===== config.mk =====
export PLATFORM = sky130hd
export DESIGN_NAME = uart_rx
export DESIGN_NICKNAME = d
export VERILOG_FILES = /design/src/rtl/uart_pkg.sv /design/src/rtl/uart_baud_gen.sv /design/src/rtl/uart_rx.sv
export SDC_FILE = /design/constraint.sdc
export NUM_CORES = 1
export LEC_CHECK = 0
export CAP_MARGIN = 20
export CORE_MARGIN = 10
export CORE_UTILIZATION = 45
export CTS_BUF_LIST = sky130_fd_sc_hd__clkbuf_4 sky130_fd_sc_hd__clkbuf_8
export DETAILED_ROUTE_END_ITERATION = 12
export HOLD_SLACK_MARGIN = 0.03
export PLACE_DENSITY = 0.65
export SLEW_MARGIN = 10
export SYNTH_ARGS = -nofsm -noshare
export SYNTH_HDL_FRONTEND = slang
export SYNTH_SLANG_ARGS = --single-unit

===== constraint.sdc =====
create_clock -name clk -period 2.38 [get_ports clk]
set_clock_uncertainty 0.1 [all_clocks]
set_input_delay 0.476 -clock clk [delete_from_list [all_inputs] [get_ports clk]]
set_output_delay 0.476 -clock clk [all_outputs]
set_load 0.03 [all_outputs]

===== src/rtl/uart_pkg.sv =====
// Shared UART definitions: RX FSM encoding, oversampling ratio and the host
// command bytes understood by the debug unit.
package uart_pkg;

  localparam int OVERSAMPLE = 16;

  typedef enum logic [1:0] {
    RX_IDLE  = 2'd0,
    RX_START = 2'd1,
    RX_DATA  = 2'd2,
    RX_STOP  = 2'd3
  } rx_state_e;

  localparam logic [7:0] CMD_START        = 8'h01;
  localparam logic [7:0] CMD_CONTINUOUS   = 8'h02;
  localparam logic [7:0] CMD_STEP_BY_STEP = 8'h03;
  localparam logic [7:0] CMD_REPROGRAM    = 8'h05;
  localparam logic [7:0] CMD_STEP         = 8'h06;

  // Clocks per oversample tick, integer floor.
  function automatic int baud_divisor(input int clk_hz, input int baud);
    return clk_hz / (baud * OVERSAMPLE);
  endfunction

endpackage


===== src/rtl/uart_baud_gen.sv =====
// Free-running oversample tick generator: one-clk s_tick every DIVISOR clocks.
module uart_baud_gen #(
  parameter int DIVISOR = 162
) (
  input  logic clk,
  input  logic reset,
  output logic s_tick
);

  localparam int CW = (DIVISOR > 1) ? $clog2(DIVISOR) : 1;
  localparam logic [CW-1:0] LAST = CW'(DIVISOR - 1);

  logic [CW-1:0] cnt_q, cnt_d;

  always_comb begin
    s_tick = (cnt_q == LAST);
    cnt_d  = s_tick ? '0 : cnt_q + CW'(1);
  end

  always_ff @(posedge clk) begin
    if (reset) cnt_q <= '0;
    else       cnt_q <= cnt_d;
  end

endmodule


===== src/rtl/uart_rx.sv =====
// 8N1 serial receiver with 16x oversampling; delivers each byte to the debug
// unit as a one-cycle rx_done_tick with rx_data, or flags a bad stop bit.
module uart_rx
  import uart_pkg::*;
#(
  parameter int CLK_HZ     = 50_000_000,
  parameter int BAUD       = 19200,
  parameter int DATA_BITS  = 8,
  parameter int STOP_TICKS = 16
) (
  input  logic                 clk,
  input  logic                 reset,
  input  logic                 rx,
  output logic                 rx_done_tick,
  output logic [DATA_BITS-1:0] rx_data,
  output logic                 frame_err,
  output rx_state_e            dbg_state_o
);

  localparam int DIVISOR = baud_divisor(CLK_HZ, BAUD);
  localparam int NW      = (DATA_BITS > 1) ? $clog2(DATA_BITS) : 1;

  localparam logic [3:0]    MID_START = 4'(OVERSAMPLE / 2 - 1);
  localparam logic [3:0]    BIT_LAST  = 4'(OVERSAMPLE - 1);
  localparam logic [3:0]    STOP_LAST = 4'(STOP_TICKS - 1);
  localparam logic [NW-1:0] N_LAST    = NW'(DATA_BITS - 1);

  logic s_tick;

  uart_baud_gen #(.DIVISOR(DIVISOR)) u_baud_gen (
    .clk    (clk),
    .reset  (reset),
    .s_tick (s_tick)
  );

  // Output strobes: rx_done_tick is a valid-only pulse with no ready; the
  // receiver never stalls, so the consumer samples rx_data in the pulse cycle
  // (it stays stable until the next good frame). frame_err is a separate
  // one-cycle pulse and never coincides with rx_done_tick.
  logic                 sync1_q, rx_sync;
  rx_state_e            state_q, state_d;
  logic [3:0]           s_cnt_q, s_cnt_d;
  logic [NW-1:0]        n_q, n_d;
  logic [DATA_BITS-1:0] shreg_q, shreg_d;
  logic [DATA_BITS-1:0] data_q, data_d;
  logic                 done_q, done_d;
  logic                 ferr_q, ferr_d;

  always_ff @(posedge clk) begin
    if (reset) begin
      sync1_q <= 1'b1;
      rx_sync <= 1'b1;
      state_q <= RX_IDLE;
      s_cnt_q <= '0;
      n_q     <= '0;
      shreg_q <= '0;
      data_q  <= '0;
      done_q  <= 1'b0;
      ferr_q  <= 1'b0;
    end else begin
      sync1_q <= rx;
      rx_sync <= sync1_q;
      state_q <= state_d;
      s_cnt_q <= s_cnt_d;
      n_q     <= n_d;
      shreg_q <= shreg_d;
      data_q  <= data_d;
      done_q  <= done_d;
      ferr_q  <= ferr_d;
    end
  end

  always_comb begin
    state_d = state_q;
    s_cnt_d = s_cnt_q;
    n_d     = n_q;
    shreg_d = shreg_q;
    data_d  = data_q;
    done_d  = 1'b0;
    ferr_d  = 1'b0;
    unique case (state_q)
      RX_IDLE: begin
        // Start edge is taken immediately, not on a tick.
        if (!rx_sync) begin
          state_d = RX_START;
          s_cnt_d = '0;
        end
      end
      RX_START: begin
        if (s_tick) begin
          if (s_cnt_q == MID_START) begin
            if (!rx_sync) begin
              state_d = RX_DATA;
              s_cnt_d = '0;
              n_d     = '0;
            end else begin
              state_d = RX_IDLE;
            end
          end else begin
            s_cnt_d = s_cnt_q + 4'd1;
          end
        end
      end
      RX_DATA: begin
        if (s_tick) begin
          if (s_cnt_q == BIT_LAST) begin
            s_cnt_d = '0;
            shreg_d = {rx_sync, shreg_q[DATA_BITS-1:1]};
            if (n_q == N_LAST) state_d = RX_STOP;
            else               n_d     = n_q + NW'(1);
          end else begin
            s_cnt_d = s_cnt_q + 4'd1;
          end
        end
      end
      RX_STOP: begin
        if (s_tick) begin
          if (s_cnt_q == STOP_LAST) begin
            state_d = RX_IDLE;
            s_cnt_d = '0;
            if (rx_sync) begin
              data_d = shreg_q;
              done_d = 1'b1;
            end else begin
              ferr_d = 1'b1;
            end
          end else begin
            s_cnt_d = s_cnt_q + 4'd1;
          end
        end
      end
      default: state_d = RX_IDLE;
    endcase
  end

  assign rx_done_tick = done_q;
  assign frame_err    = ferr_q;
  assign rx_data      = data_q;
  assign dbg_state_o  = state_q;

endmodule

==> results.md <==
- Worst relative slew slack: a little under three quarters
- Register bit total from synthesis: 37
- Max Slew Vio Count: 0
- Final setup fails: 0
- Least-Margin Pin Slew: 0.419 ns
- Routability cong.: between 0.8 and 0.9
- Met2 Usage GRT: between 10% and 20%
- Rows: 21
- Largest delay share family, worst path: buffers and inverters
- Post-CTS Resized: 0
- Worst path bufs/invs: 1
- Grt total ovfl: 0
- HP Class: reg2reg
- Placed inst area: approximately 1800 um2
- First-pass GRT wire length: between 5000 and 6000 um
- Top achievable clock speed: 0.442 GHz
- Vias in the first global route: 1207
- Post-DRT Antenna Nets: 0
- First-pass iteration count of the detailed router: 4
- Cells after Synth: roughly 160
- Setup TNS: 0 ns
- I/O Buffers: 14
- Fin crit period: approximately 2.3 ns
- Cell area after synthesis: around 1600 um2
- Hold_buf cts: 0
- Final instance area: 1840 um2
- Slowest stage delay, CP: 0.76 ns
- Syn nets: between 150 and 200
- RSZ-0062 raised after global routing: no
- Commonest non-fill, non-tap cell in the layout: dfxtp_1
- Gr usage total: roughly 10%
- DP HPWL: approximately 2100 um
- Synth async-reset ratio: 0%
- Starting Density: 46.9%
- Critical Path Start Type: register
- WL/cell: 13.0 um
- Largest net degree at the start of global routing: 33
- # Post-CTS Setup Buffers: 0
- Final WL: around 3000 um
- Layout Cells excl Fill: approximately 230
- Bufs on Longest Clock Path: 2
- Nets@finish: 187
- CTS tree: yes
- Lkg Pwr: about 0.65 nW
- Final worst slack: 0.118 ns
- Most frequent cells in the layout: dfxtp_1, nor2_1, mux2i_1, clkdlybuf4s50_1, nor3_1
- Critical path class: reg2out
- DIE AREA: approximately 6300 um2
- Final Hold Viols: 0
- Fraction of layout instances using a drive strength above 1: a little under 9%
- Netlist cell types: 40
- Cell breakdown of the critical path: clkdlybuf4s50_1
- Seq/Total Area, Yosys: 47.0%
- Layout overhead on the synthesized area: 16.6%
- Total number of vias: 1211
- Die X: approximately 80 um
- Avg Inst Size Synth: around 9.6 um2
- Antenna violations before repair: 0
- Root Driver: clkbuf_4
- Diode count: 0
- Peak supply drop: 0.283 mV
- Critical Path AT: approximately 1.7 ns
- Total core area: approximately 3400 um2
- Period utilization: a little over nine tenths
- Placed Cells: ~220
- Drt via density: 5.36
- Die Ht: approximately 79 um
- CTS Buf Count: 5
- Gr busiest metal: met2
- DRT iter0 DRCs: between 100 and 150
- Slowest CP cell: clkdlybuf4s50_1
- Ports: 15
- CP Capture Type: primary output
- Ys flop type: dfxtp_1
- Crit path max fanout: 11
- Max-cap viol count: 0
- Pre-CTS setup slack: 0.312 ns
- Status: completed
- Worst Path Required: between 1.5 and 2 ns
- Post-route DRC violation count: 0
- Post-synth EDFFs: 0
- H-tree depth: 2
- CTS Sinks: 37
- PwrDens: a little under 600 nW/um2
- Synth warn: 0
- Worst-Skew Late Latency: 0.34 ns
- M1 GR Usage: a little over a tenth
- GR Layer Usage met3: between 5 and 6%
- Clock transition at the registers of the reported paths: between 0.1 and 0.15 ns
[stage by stage]
stage / power, W / hold slack (ns) / utilization (%)
global route: 0.00112 / 0.330 / 54.7
floorplan: 0.000686 / 0.289 / -
finish: 0.00106 / 0.316 / 54.7
detailed placement: 0.000703 / 0.301 / 52.6
CTS: 0.00108 / 0.322 / 54.7
global placement: 0.000701 / 0.296 / 52.6
[cells by family after synthesis]
group,synth area share [%]
adders and majority gates,3.97
DFF,47.0
buffers and inverters,3.57
muxes,10.2
and+or+nand+nor,22.0
xor gates and xnor gates,3.89
AOI/OAI and AO/OA,9.45
[sequential cells by signal (all words and copies together) (netlist names), named ones only]
register          count
sync1_q               1
dbg_state_o           1
u_baud_gen.cnt_q      8
n_q                   3
shreg_q               8
rx_done_tick          1
rx_data               8
frame_err             1
s_cnt_q               4
rx_sync               1
[power by group]
| part | internal, W | leakage, nW | total [W] | switching (W) |
|---|---|---|---|---|
| Clock | 0.000171 | 0.0413 | 0.000371 | 0.000200 |
| Combinational | 0.0000230 | 0.311 | 0.0000520 | 0.0000290 |
| Sequential | 0.000627 | 0.299 | 0.000637 | 0.0000101 |
[final cells by class]
class / count / area [um2]
multi-input cells: 115 / 779
flip-flops and latches: 37 / 741
clock inverters: 1 / 5.00
repair buffers: 18 / 183
fillers: 346 / 1530
inverters: 2 / 7.51
well taps: 46 / 57.6
clock buffers: 7 / 65.1
[routing by layer]
metal	share of wire, %	up-vias
met1	43	557
li1	-	612
met4	1.9	0
met2	46	33
met5	0	-
met3	8.5	9
[Yosys cell counts, types with 2 or more instances]
library cell	number	area (um2)
a21oi_1	7	35.0
a22o_1	3	26.3
and3_1	3	18.8
buf_2	3	15.0
clkbuf_1	6	22.5
dfxtp_1	37	741
ha_1	5	62.6
inv_1	2	7.51
mux2i_1	16	160
nand2_1	4	15.0
nand3_1	6	30.0
nand4_1	2	12.5
nor2_1	22	82.6
nor2b_1	2	12.5
nor3_1	12	60.1
nor4b_1	2	17.5
o21ai_0	3	15.0
or2_2	2	12.5
xnor2_1	3	26.3
xor2_1	4	35.0
[worst paths after layout]
check        slack (ns)                       to                         from  cells past startpoint
max                0.12           dbg_state_o[0]  dbg_state_o[0]$_SDFFE_PP0P_                      1
min                0.32       rx_sync$_SDFF_PP1_           sync1_q$_SDFF_PP1_                      1
max reg2reg        0.28  rx_data[6]$_SDFFE_PP0P_      s_cnt_q[0]$_SDFFE_PP0P_                      7
min reg2reg        0.32       rx_sync$_SDFF_PP1_           sync1_q$_SDFF_PP1_                      1
[worst register-to-register path, delay by kind of cell (launching register included)]
kind          cells  cell delay, ns
buf+inv           1            0.19
mux               1            0.20
fa+ha+maj         1            0.24
simple gates      4            0.87
flops             1            0.39
Note: power is estimated with default switching activity, not from simulation.
